==> config.mk <==
export PLATFORM = sky130hd
export DESIGN_NAME = n8_pad_emulator
export DESIGN_NICKNAME = d
export VERILOG_FILES = /design/src/rtl/n8_pkg.sv /design/src/rtl/sync_edge.sv /design/src/rtl/n8_pad_emulator.sv
export SDC_FILE = /design/constraint.sdc
export NUM_CORES = 1
export LEC_CHECK = 0
export CORE_MARGIN = 3
export CORE_UTILIZATION = 50
export CTS_CLUSTER_DIAMETER = 100
export DETAILED_ROUTE_END_ITERATION = 10
export PLACE_DENSITY_LB_ADDON = 0.3
export SYNTH_ARGS = -nofsm -noshare
export SYNTH_HDL_FRONTEND = slang
export SYNTH_SLANG_ARGS = --single-unit
==> constraint.sdc <==
create_clock -name clk -period 2.31 [get_ports clk]
set_input_delay 0.693 -clock clk [delete_from_list [all_inputs] [get_ports clk]]
set_output_delay 0.693 -clock clk [all_outputs]
set_load 0.005 [all_outputs]
==> src/rtl/n8_pkg.sv <==
// Shared constants and types for the N8 controller blocks (pad emulator and reader).
package n8_pkg;

  localparam int N8_A      = 0;
  localparam int N8_B      = 1;
  localparam int N8_SELECT = 2;
  localparam int N8_START  = 3;
  localparam int N8_UP     = 4;
  localparam int N8_DOWN   = 5;
  localparam int N8_LEFT   = 6;
  localparam int N8_RIGHT  = 7;

  localparam int N8_FRAME_BITS = 8;
  // Bit index must also hold the value 8 once the last bit has been shifted out.
  localparam int N8_IDX_W      = 4;

  typedef enum logic [1:0] {
    IDLE  = 2'd0,
    LOAD  = 2'd1,
    SHIFT = 2'd2,
    DONE  = 2'd3
  } n8_pad_state_t;

endpackage

==> src/rtl/sync_edge.sv <==
// Multi-stage synchronizer for an asynchronous strobe, with rising/falling edge
// flags derived from the synchronized level and its registered copy.
module sync_edge #(
  parameter int STAGES = 2
) (
  input  logic clk,
  input  logic reset,
  input  logic in,
  output logic level,
  output logic rise,
  output logic fall
);

  logic [STAGES-1:0] sync_q;
  logic              prev_q;

  always_ff @(posedge clk or posedge reset) begin
    if (reset) begin
      sync_q <= '0;
      prev_q <= 1'b0;
    end else begin
      sync_q <= {sync_q[STAGES-2:0], in};
      prev_q <= sync_q[STAGES-1];
    end
  end

  // Edges are decoded straight from flops so the FSM can act one cycle after
  // the level settles, keeping input-to-output latency at STAGES+1.
  assign level = sync_q[STAGES-1];
  assign rise  = sync_q[STAGES-1] & ~prev_q;
  assign fall  = ~sync_q[STAGES-1] & prev_q;

endmodule

==> src/rtl/n8_pad_emulator.sv <==
// Stands in for a physical N8 pad: answers the reader's latch/pulse strobes with
// eight active-low button bits on data_out, and counts completed frames.
module n8_pad_emulator
  import n8_pkg::*;
#(
  parameter int SYNC_STAGES = 2,
  parameter int COUNT_W     = 16
) (
  input  logic                clk,
  input  logic                reset,
  input  logic [7:0]          buttons,
  input  logic                ltch,
  input  logic                pulse,
  output logic                data_out,
  output logic                frame_done,
  output logic [COUNT_W-1:0]  frame_count,
  output logic                overrun,
  output n8_pad_state_t       dbg_state,
  output logic [N8_IDX_W-1:0] dbg_index
);

  localparam logic [N8_IDX_W-1:0] LAST_IDX = N8_IDX_W'(N8_FRAME_BITS - 1);

  logic ltch_s, ltch_rise, ltch_fall;
  logic pulse_s_unused, pulse_rise, pulse_fall_unused;

  sync_edge #(.STAGES(SYNC_STAGES)) u_ltch_sync (
    .clk   (clk),
    .reset (reset),
    .in    (ltch),
    .level (ltch_s),
    .rise  (ltch_rise),
    .fall  (ltch_fall)
  );

  sync_edge #(.STAGES(SYNC_STAGES)) u_pulse_sync (
    .clk   (clk),
    .reset (reset),
    .in    (pulse),
    .level (pulse_s_unused),
    .rise  (pulse_rise),
    .fall  (pulse_fall_unused)
  );

  n8_pad_state_t              state_q;
  logic [N8_FRAME_BITS-1:0]   shift_q;
  logic [N8_IDX_W-1:0]        index_q;
  logic                       data_q;
  logic                       done_q;
  logic [COUNT_W-1:0]         count_q;
  logic                       overrun_q;

  always_ff @(posedge clk or posedge reset) begin
    if (reset) begin
      state_q   <= IDLE;
      shift_q   <= '0;
      index_q   <= '0;
      data_q    <= 1'b1;
      done_q    <= 1'b0;
      count_q   <= '0;
      overrun_q <= 1'b0;
    end else begin
      done_q <= 1'b0;

      // Clear beats set when a new latch coincides with a stray pulse.
      if (ltch_rise)
        overrun_q <= 1'b0;
      else if (state_q == DONE && !ltch_s && pulse_rise)
        overrun_q <= 1'b1;

      // A high latch wins from every state, so an interrupted frame simply restarts.
      if (ltch_s) begin
        state_q <= LOAD;
        shift_q <= ~buttons;
        index_q <= '0;
        data_q  <= ~buttons[N8_A];
      end else begin
        case (state_q)
          IDLE: data_q <= 1'b1;
          LOAD: if (ltch_fall) state_q <= SHIFT;
          SHIFT: begin
            if (pulse_rise) begin
              shift_q <= {1'b1, shift_q[N8_FRAME_BITS-1:1]};
              index_q <= index_q + N8_IDX_W'(1);
              if (index_q == LAST_IDX) begin
                data_q  <= 1'b1;
                done_q  <= 1'b1;
                count_q <= count_q + COUNT_W'(1);
                state_q <= DONE;
              end else begin
                data_q <= shift_q[1];
              end
            end
          end
          DONE: data_q <= 1'b1;
          default: state_q <= IDLE;
        endcase
      end
    end
  end

  assign data_out    = data_q;
  assign frame_done  = done_q;
  assign frame_count = count_q;
  assign overrun     = overrun_q;
  assign dbg_state   = state_q;
  assign dbg_index   = index_q;

endmodule

==> summary.md, run 1 <==
| Metric | Value |
|---|---|
| Clock root buffer | `clkbuf_4` |
| Final hold vios | `0` |
| Flop pwr share | `0.541` |
| Slowest stage delay, CP | `0.55 ns` |
| H-tree depth | `2` |
| Crit-path slowest cell | `dfstp_2` |
| Post-Syn Area | `0.001764 mm2` |
| Critical path depth | `1` |
| Syn-to-layout area delta | `26.24%` |
| Maximum VDD drop | `375.1 uV` |
| Die Wd | `65.40 um` |
| Row count | `20` |
| Final setup violation count | `0` |
| Total power | `1.421 mW` |
| Startpoint types | `flip-flop` |
| Grt ovf | `0` |
| Net Count, Synth | `166` |
| Drt total wl | `3490 um` |
| Leak | `0.9601 nW` |
| Sequential-to-total area share from yosys stat | `0.5397` |
| Hold crit path type | `reg -> reg` |
| Share of the synthesized area in the top cell type | `0.5248` |
| Internal power | `1.024 mW` |
| Comb pwr share | `0.202` |
| Final Net Count | `207` |
| Vias in the first global route | `1281` |
| Sw frac | `0.2791` |
| Status | `complete, no violations` |
| Reg2reg path depth | `5` |
| Crit share post-route | `0.8997` |
| Setup slack after layout | `0.2318 ns` |
| FF-to-FF Start | `dbg_state[0]` |
| IO Port Bufs | `36` |
| Initial core utilization | `0.5508` |
| Antenna Nets Post-Route | `0` |
| Largest net degree at the start of global routing | `39` |
| Die span in y | `65.40 um` |
| Part of the power in the clock network | `0.257` |
| Seq cells post-synth | `38` |
| Reg clk slew, reported paths | `0.11 ns` |
| R2r setup slk | `0.53 ns` |
| Min Tclk post-route | `2.078 ns` |
| Total number of vias | `1254` |
| Pre-CTS setup slack | `0.5467 ns` |
| RR Endpoint | `frame_count[1]` |
| Area leader, netlist | `dfrtp_1` |
| Post-synth ARST share | `1.000` |
| Avg Inst Size Synth | `11.84 um2` |
| NetSw | `396.6 uW` |
| Delay-heaviest family, CP | `flip-flops` |
| Worst-margin pin slew | `0.4683 ns` |
| Main flop type after synthesis | `dfrtp_1` |
| Layout cells sized above 1 | `0.1204` |
| Die area | `0.004277 mm2` |
| CP Max Fanout | `2` |
| Postcts setup bufs | `0` |
| DRC viols | `0` |
| Inserted Diodes | `0` |
| Synth unique cells | `36` |
| Max_cap viols | `0` |
| Via density per instance | `5.336` |
| Final Skew | `0.005096 ns` |
| Final Non-Filler Cells | `235` |
| First-pass GRT wire length | `6003 um` |
| CP required | `1.62 ns` |
| Total Routing Usage GR | `0.1845` |
| TritonCTS buffer count | `5` |
| EDFF count, synth | `0` |
| Wire length per cell | `14.85 um` |
| CTS resizes | `0` |
| First-pass DRT Iterations | `5` |
| CTS tree | `done` |
| Post-synthesis cell count | `149` |
| Synth area leaders | `dfrtp_1 52%, xor2_1 4.5%, xnor2_1 4.0%` |
| Placed cells | `227` |
| Slew margin rel. | `0.6878` |
| Crit. End Element | `primary output` |
| Detailed Place HPWL | `2524 um` |
| Max Freq | `481.2 MHz` |
| Slew Viols, Final | `0` |
| Clk_lat worst skew | `0.35 ns` |
| Antenna violations before repair | `0` |
| GP Congestion | `0.7538` |
| Setup crit end | `data_out` |
| CP Launch Point | `data_out` |
| IO Pins | `37` |
| Hold Buf Count CTS | `0` |
| Setup TNS | `0 ns` |
| Fill count | `273` |
| CP Cell Sequence | `clkdlybuf4s50_1` |
| PD cells | `638.0 mW/mm2` |
| Buf/Inv on CP | `1` |
| Ys Warns | `0` |
| WP data arrival | `1.39 ns` |
| Initial DRC Count | `36` |
| RSZ-0062 raised after global routing | `no` |
| CORE AREA | `0.003203 mm2` |
| Clock sinks | `38` |
| Crit Path Category | `reg -> out` |
| CTS max path bufs | `2` |
-- flip-flops by register name, summed over array words and instances, names as in the netlist, 2 cells and up --
| register | count |
|---|---|
| dbg_index | 4 |
| dbg_state | 2 |
| shift_q | 7 |
| frame_count | 16 |
| u_pulse_sync.sync_q | 2 |
| u_ltch_sync.sync_q | 2 |
-- cell usage in the layout (no fill, tap or decap), drive strengths merged --
cell type	instances
xor2	9
a22oi	1
or3	2
dfrtp	37
mux2	1
and4	1
nor4	1
o21bai	1
a211oi	6
nand4	3
a221oi	1
a21oi	11
mux2i	2
nand3	8
and3	1
buf	3
clkdlybuf4s50	36
and3b	2
o21ai	2
clkbuf	7
clkinv	1
and2b	1
inv	8
and4bb	1
a31oi	1
nand2	7
xnor2	8
ha	5
and2	7
nand2b	1
nand3b	2
dfstp	1
nor2	5
nor3	8
-- cell families after synthesis --
group / synth area share
AOI/OAI and AO/OA: 0.07944
xor gates and xnor gates: 0.08440
adders and majority gates: 0.03546
buffers and inverters: 0.03688
DFF: 0.5397
muxes: 0.01773
and+or+nand+nor: 0.2064
-- cells in the mapped netlist, drive strengths merged (5+ instances only) --
master / instances
dfrtp: 37
nand2: 7
inv: 8
xor2: 9
nor2: 5
nand3: 8
ha: 5
a21oi: 11
and2: 7
xnor2: 8
a211oi: 6
nor3: 8
-- power by group through the flow --
stage | clock, mW | sequential, mW | combinational (mW)
finish | 0.365 | 0.769 | 0.287
global route | 0.400 | 0.776 | 0.324
CTS | 0.373 | 0.768 | 0.290
detailed placement | 0 | 0.780 | 0.288
global placement | 0 | 0.771 | 0.273
floorplan | 0 | 0.770 | 0.167
-- layer usage --
metal	vias up	global-route usage	wire length, um	part of all wire
li1	600	-	-	-
met1	618	0.2289	1540	0.44
met2	28	0.3097	1734	0.50
met3	8	0.03590	134	0.038
met4	0	0.08549	80	0.023
met5	-	0	0	0
-- through the flow --
stage	utilization	area [um2]	hold slack, ns
4_1_cts	0.6953	2227	0.3628
5_1_grt	0.6953	2227	0.3643
2_1_floorplan	-	1764	0.3312
3_3_place_gp	0.6766	2167	0.3347
3_5_place_dp	0.6766	2167	0.3379
6_report	0.6953	2227	0.3614
-- worst min path at each step --
stage / from / to / slack (ns) / cells after the start
3_5_place_dp: u_pulse_sync.sync_q[0] / u_pulse_sync.sync_q[1] / 0.34 / 0
4_1_cts: u_pulse_sync.sync_q[0] / u_pulse_sync.sync_q[1] / 0.36 / 0
5_1_grt: u_ltch_sync.sync_q[0] / u_ltch_sync.sync_q[1] / 0.36 / 0
6_report: u_pulse_sync.sync_q[0] / u_pulse_sync.sync_q[1] / 0.36 / 0
3_3_place_gp: u_pulse_sync.sync_q[0] / u_pulse_sync.sync_q[1] / 0.33 / 0
2_1_floorplan: u_ltch_sync.sync_q[0] / u_ltch_sync.sync_q[1] / 0.33 / 0
-- cell type report --
cell class              instances  area [um2]  share of cell area
well taps                      44       55.05             0.02472
clock inverters                 1       5.005            0.002247
flip-flops and latches         38       952.2              0.4275
multi-input cells              98       747.0              0.3354
repair buffers                 39       382.9              0.1719
clock buffers                   7       55.05             0.02472
inverters                       8       30.03             0.01348
Power figures use the tool's default switching activity.
==> run 2, diff against run 1 <==
- CORE_MARGIN: 3 -> default
- HOLD_SLACK_MARGIN: default -> 0.15
==> run 2 against run 1 <==
Compared with the run above: hold slack about the same; largest power group unchanged; largest cell class unchanged; critical path type unchanged; register-to-register slack got worse by 0.02 ns; non-clock buffer count unchanged; critical endpoint unchanged; wire length decreased by 5.4%; setup slack got worse by 0.0019 ns; final cell count increased by 0.85%; clock skew increased by 0.011 ns; flip-flop and latch count unchanged; global-route usage increased by 2.5 points; power increased by 16%.
==> summary.md, run 2 (synthesized netlist as in run 1, its figures left out) <==
| Metric | Value |
|---|---|
| Status | `complete, no violations (unchanged)` |
| NetSw | `399.4 uW (was 396.6 uW)` |
| GP Congestion | `0.7623 (was 0.7538)` |
| DRC viols | `0 (unchanged)` |
| Crit. End Element | `primary output (unchanged)` |
| Drt total wl | `3302 um (was 3490 um)` |
| CTS resizes | `0 (unchanged)` |
| Hold path cells | `0 (unchanged)` |
| Setup slack after layout | `0.2299 ns (was 0.2318 ns)` |
| CP Max Fanout | `2 (unchanged)` |
| Leak | `0.9833 nW (was 0.9601 nW)` |
| Detailed Place HPWL | `2329 um (was 2524 um)` |
| Min Tclk post-route | `2.080 ns (was 2.078 ns)` |
| TritonCTS buffer count | `5 (unchanged)` |
| Initial core utilization | `0.5246 (was 0.5508)` |
| Crit Path Category | `reg -> out (unchanged)` |
| Crit share post-route | `0.9005 (was 0.8997)` |
| Final hold vios | `0 (unchanged)` |
| Antenna violations before repair | `0 (unchanged)` |
| Postcts setup bufs | `0 (unchanged)` |
| Final setup violation count | `0 (unchanged)` |
| CP required | `1.62 ns (about the same)` |
| Critical path depth | `1 (unchanged)` |
| WP data arrival | `1.39 ns (about the same)` |
| Commonest non-fill, non-tap cell in the layout | `dfrtp_1 (unchanged)` |
| Final Skew | `0.01657 ns (was 0.005096 ns)` |
| CTS max path bufs | `2 (unchanged)` |
| Grt ovf | `0 (unchanged)` |
| PD cells | `720.7 mW/mm2 (was 638.0 mW/mm2)` |
| Clk_lat worst skew | `0.35 ns (about the same)` |
| Layout cells sized above 1 | `0.1257 (was 0.1204)` |
| Total power | `1.644 mW (was 1.421 mW)` |
| CP Cell Sequence | `clkdlybuf4s50_1 (unchanged)` |
| Setup TNS | `0 ns (unchanged)` |
| IO Port Bufs | `36 (unchanged)` |
| Sw frac | `0.2430 (was 0.2791)` |
| Buf/Inv on CP | `1 (unchanged)` |
| R2r setup slk | `0.51 ns (was 0.53 ns)` |
| Via density per instance | `5.241 (was 5.336)` |
| Final Net Count | `207 (unchanged)` |
| RSZ-0062 raised after global routing | `no (unchanged)` |
| Crit-path slowest cell | `dfstp_2 (unchanged)` |
| Hold Buf Count CTS | `0 (unchanged)` |
| Part of the power in the clock network | `0.356 (was 0.257)` |
| Hold endpoint | `u_ltch_sync.sync_q[1] (was u_pulse_sync.sync_q[1])` |
| Row count | `21 (was 20)` |
| Maximum VDD drop | `519.9 uV (was 375.1 uV)` |
| Max Freq | `480.8 MHz (was 481.2 MHz)` |
| Internal power | `1.244 mW (was 1.024 mW)` |
| Reg clk slew, reported paths | `0.11 ns (about the same)` |
| Most frequent cells in the layout | `37 x dfrtp_1, 36 x clkdlybuf4s50_1, 11 x a21oi_1 (unchanged)` |
| Fill count | `278 (was 273)` |
| Wire length per cell | `13.93 um (was 14.85 um)` |
| Antenna Nets Post-Route | `0 (unchanged)` |
| Hold crit path type | `reg -> reg (unchanged)` |
| Inserted Diodes | `0 (unchanged)` |
| Hold_sp | `u_ltch_sync.sync_q[0] (was u_pulse_sync.sync_q[0])` |
| Max_cap viols | `0 (unchanged)` |
| Initial DRC Count | `44 (was 36)` |
| Slew margin rel. | `0.6894 (was 0.6878)` |
| CTS tree | `done (unchanged)` |
| Pre-CTS setup slack | `0.5251 ns (was 0.5467 ns)` |
| Slew Viols, Final | `0 (unchanged)` |
| First-pass DRT Iterations | `4 (was 5)` |
| Slowest stage delay, CP | `0.56 ns (was 0.55 ns)` |
| Delay-heaviest family, CP | `flip-flops (unchanged)` |
| Placed cells | `229 (was 227)` |
| H-tree depth | `2 (unchanged)` |
| Flop pwr share | `0.468 (was 0.541)` |
| Final Non-Filler Cells | `237 (was 235)` |
| Clock root buffer | `clkbuf_4 (unchanged)` |
| Reg2reg path depth | `5 (unchanged)` |
| Max FFs per register | `16 (unchanged)` |
| Comb pwr share | `0.177 (was 0.202)` |
| Startpoint types | `flip-flop (unchanged)` |
| First-pass GRT wire length | `5513 um (was 6003 um)` |
| Largest net degree at the start of global routing | `39 (unchanged)` |
| Die span in y | `61.40 um (was 65.40 um)` |
| RR Endpoint | `frame_count[1] (unchanged)` |
| FF-to-FF Start | `dbg_state[0] (unchanged)` |
| Die area | `0.003770 mm2 (was 0.004277 mm2)` |
| Clock sinks | `38 (unchanged)` |
| Worst-margin pin slew | `0.4659 ns (was 0.4683 ns)` |
| CORE AREA | `0.003363 mm2 (was 0.003203 mm2)` |
| IO Pins | `37 (unchanged)` |
| Total Routing Usage GR | `0.2095 (was 0.1845)` |
| Syn-to-layout area delta | `29.29% (was 26.24%)` |
| Vias in the first global route | `1233 (was 1281)` |
| Total number of vias | `1242 (was 1254)` |
| Die Wd | `61.40 um (was 65.40 um)` |
run 2: changes by cell type in the layout (fill, tap and decap cells not counted), sizes merged:
cell	before	now
bufinv	0	2
clkinv	1	0
clkbuf	7	6
run 2: worst reg2reg max path: stages, from the launching register on:
cell and delay (ns):
dfrtp_1 0.45, inv_1 0.09, ha_1 0.29, nand3b_1 0.18, nor3_4 0.33, mux2_2 0.37
run 2: worst max-delay path by stage:
| stage | start | slack (ns) | endpoint |
|---|---|---|---|
| 2_1_floorplan | dbg_state[0] | 0.67 | frame_count[1] |
| 3_3_place_gp | dbg_state[0] | 0.62 | frame_count[1] |
| 3_5_place_dp | dbg_state[0] | 0.53 | frame_count[1] |
| 4_1_cts | data_out | 0.21 | data_out |
| 5_1_grt | data_out | 0.16 | data_out |
| 6_report | data_out | 0.23 | data_out |
run 2: stage by stage:
step | hold WS (ns) | instance area [um2] | util
finish | 0.3610 | 2281 | 0.6782
global route | 0.3847 | 2281 | 0.6782
CTS | 0.3616 | 2281 | 0.6782
detailed placement | 0.3355 | 2170 | 0.6451
global placement | 0.3327 | 2170 | 0.6451
floorplan | 0.3312 | 1764 | -
run 2: area by class of cell:
cell class,instances,area (um2),share of cell area
inverter,8,30.03,0.01317
timing repair buffer,39,382.9,0.1679
clock inverter,2,60.06,0.02633
clock buffer,6,51.30,0.02249
tap,46,57.56,0.02523
multi-input combinational,98,747.0,0.3275
sequential,38,952.2,0.4174
run 2: power groups by stage:
stage	combinational, mW	clock (mW)	sequential [mW]
global route	0.323	0.623	0.775
CTS	0.294	0.596	0.768
floorplan	0.167	0	0.770
finish	0.290	0.585	0.769
detailed placement	0.288	0	0.779
global placement	0.279	0	0.772
run 2: layer usage:
layer	up-vias	routed length (um)	track usage
li1	600	-	-
met3	7	153	0.07143
met1	600	1497	0.2575
met4	0	68	0.09841
met2	35	1584	0.3339
met5	-	0	0
==> run 3, diff against run 2 <==
- HOLD_SLACK_MARGIN: 0.15 -> 0.02
- MAX_ROUTING_LAYER: default -> met4
==> run 3 against run 2 <==
Compared with the run above: combinational power is essentially flat; non-clock buffer count is the same; critical path depth is the same; flip-flop and latch count stayed put; sequential share of layout area did not move; clock power hardly changed; power about the same; setup slack is essentially flat; maximum frequency barely moved; via count fell by 0.72%.
==> summary.md, run 3 (synthesized netlist as in run 1, its figures left out) <==
| Metric | Value |
|---|---|
| Clk_lat worst skew | `0.35 ns (about the same)` |
| Drt total wl | `3283 um (was 3302 um)` |
| Global routing usage on met3 | `0.07143 (unchanged)` |
| Hold crit path type | `reg -> reg (unchanged)` |
| Final Net Count | `207 (unchanged)` |
| Pre-CTS setup slack | `0.5251 ns (unchanged)` |
| Crit Path Category | `reg -> out (unchanged)` |
| CTS tree | `done (unchanged)` |
| Buf/Inv on CP | `1 (unchanged)` |
| Initial DRC Count | `58 (was 44)` |
| CP Launch Point | `data_out (unchanged)` |
| Slew Viols, Final | `0 (unchanged)` |
| IO Port Bufs | `36 (unchanged)` |
| CTS max path bufs | `2 (unchanged)` |
| CORE AREA | `0.003363 mm2 (unchanged)` |
| Max Freq | `480.7 MHz (was 480.8 MHz)` |
| FF-to-FF Start | `dbg_state[0] (unchanged)` |
| Reg clk slew, reported paths | `0.11 ns (about the same)` |
| Antenna Nets Post-Route | `0 (unchanged)` |
| Leak | `0.9833 nW (unchanged)` |
| Max FFs per register | `16 (unchanged)` |
| Max_cap viols | `0 (unchanged)` |
| Worst-margin pin slew | `0.4640 ns (was 0.4659 ns)` |
| Syn-to-layout area delta | `29.29% (unchanged)` |
| Largest net degree at the start of global routing | `39 (unchanged)` |
| First-pass GRT wire length | `5499 um (was 5513 um)` |
| Final Skew | `0.01658 ns (was 0.01657 ns)` |
| Wire length per cell | `13.85 um (was 13.93 um)` |
| Hold path cells | `0 (unchanged)` |
| Startpoint types | `flip-flop (unchanged)` |
| DRC viols | `0 (unchanged)` |
| Met1 usage | `0.2575 (unchanged)` |
| Fill count | `278 (unchanged)` |
| Layout cells sized above 1 | `0.1257 (unchanged)` |
| Die area | `0.003770 mm2 (unchanged)` |
| CP Max Fanout | `2 (unchanged)` |
| Slowest stage delay, CP | `0.56 ns (about the same)` |
| Maximum VDD drop | `519.9 uV (about the same)` |
| Commonest non-fill, non-tap cell in the layout | `dfrtp_1 (unchanged)` |
| Reg2reg path depth | `5 (unchanged)` |
| PD cells | `720.6 mW/mm2 (was 720.7 mW/mm2)` |
| Antenna violations before repair | `0 (unchanged)` |
| RR Endpoint | `frame_count[1] (unchanged)` |
| Delay-heaviest family, CP | `flip-flops (unchanged)` |
| Final hold vios | `0 (unchanged)` |
| Vias in the first global route | `1236 (was 1233)` |
| Detailed Place HPWL | `2329 um (unchanged)` |
| CP Cell Sequence | `clkdlybuf4s50_1 (unchanged)` |
| Clock root buffer | `clkbuf_4 (unchanged)` |
| Setup crit end | `data_out (unchanged)` |
| Status | `complete, no violations (unchanged)` |
| CP required | `1.62 ns (about the same)` |
| Grt ovf | `0 (unchanged)` |
| TritonCTS buffer count | `5 (unchanged)` |
| GP Congestion | `0.7723 (was 0.7623)` |
| Setup TNS | `0 ns (unchanged)` |
| CTS resizes | `0 (unchanged)` |
| IO Pins | `37 (unchanged)` |
| Min Tclk post-route | `2.080 ns (about the same)` |
| Crit. End Element | `primary output (unchanged)` |
| First-pass DRT Iterations | `4 (unchanged)` |
| Postcts setup bufs | `0 (unchanged)` |
| Hold Buf Count CTS | `0 (unchanged)` |
| Die Wd | `61.40 um (unchanged)` |
| Total Routing Usage GR | `0.2162 (was 0.2095)` |
| Total number of vias | `1233 (was 1242)` |
| Row count | `21 (unchanged)` |
| Met2 usage | `0.3339 (unchanged)` |
| H-tree depth | `2 (unchanged)` |
| Final setup violation count | `0 (unchanged)` |
| R2r setup slk | `0.51 ns (about the same)` |
| WP data arrival | `1.39 ns (about the same)` |
| RSZ-0062 raised after global routing | `no (unchanged)` |
| Clock sinks | `38 (unchanged)` |
| Most frequent cells in the layout | `37 x dfrtp_1, 36 x clkdlybuf4s50_1, 11 x a21oi_1 (unchanged)` |
| Most Used Layer, Global Route | `met2 (unchanged)` |
| Initial core utilization | `0.5246 (unchanged)` |
| Slew margin rel. | `0.6907 (was 0.6894)` |
| Crit-path slowest cell | `dfstp_2 (unchanged)` |
| Inserted Diodes | `0 (unchanged)` |
| Setup slack after layout | `0.2299 ns (about the same)` |
| Critical path depth | `1 (unchanged)` |
| Crit share post-route | `0.9005 (about the same)` |
| Die span in y | `61.40 um (unchanged)` |
| Via density per instance | `5.203 (was 5.241)` |
==> run 3: cell counts in the layout (fill, tap and decap cells not counted) <==
Identical to the previous run, type by type.
==> run 3: worst register-to-register path, cell delays in order (launching register included) <==
cell and delay [ns]:
dfrtp_1 0.45, inv_1 0.09, ha_1 0.29, nand3b_1 0.18
nor3_4 0.33, mux2_2 0.37
==> run 3: cell type report <==
type	count	area [um2]	share of cell area
clock inverter	2	60.06	0.02633
sequential	38	952.2	0.4174
inverter	8	30.03	0.01317
multi-input combinational	98	747.0	0.3275
clock buffer	6	51.30	0.02249
tap	46	57.56	0.02523
timing repair buffer	39	382.9	0.1679
==> run 3: metrics by stage <==
stage,util,instance area [um2],total power [mW],cells,hold slack [ns]
after floorplan,-,1764,0.9371,149,0.3312
after global placement,0.6451,2170,1.051,229,0.3327
after detailed placement,0.6451,2170,1.067,229,0.3355
after CTS,0.6782,2281,1.658,237,0.3616
after global routing,0.6782,2281,1.721,237,0.3847
final,0.6782,2281,1.644,237,0.3610
==> run 3: where the power goes <==
part / switching (mW) / total, mW / internal, mW
clock: 0.218 / 0.585 / 0.367
sequential: 0.0482 / 0.769 / 0.721
combinational: 0.133 / 0.290 / 0.157
total: 0.399 / 1.64 / 1.24
==> run 3: routing by layer <==
layer,wire (um),vias up
li1,-,600
met1,1492,595
met2,1575,31
met3,147,7
met4,68,0
met5,0,-
==> run 3: worst min path at each step <==
stage | from | to | slack, ns
floorplan | u_ltch_sync.sync_q[0] | u_ltch_sync.sync_q[1] | 0.33
global placement | u_pulse_sync.sync_q[0] | u_pulse_sync.sync_q[1] | 0.33
detailed placement | u_ltch_sync.sync_q[0] | u_ltch_sync.sync_q[1] | 0.34
CTS | u_ltch_sync.sync_q[0] | u_ltch_sync.sync_q[1] | 0.36
global route | u_ltch_sync.sync_q[0] | u_ltch_sync.sync_q[1] | 0.38
finish | u_ltch_sync.sync_q[0] | u_ltch_sync.sync_q[1] | 0.36
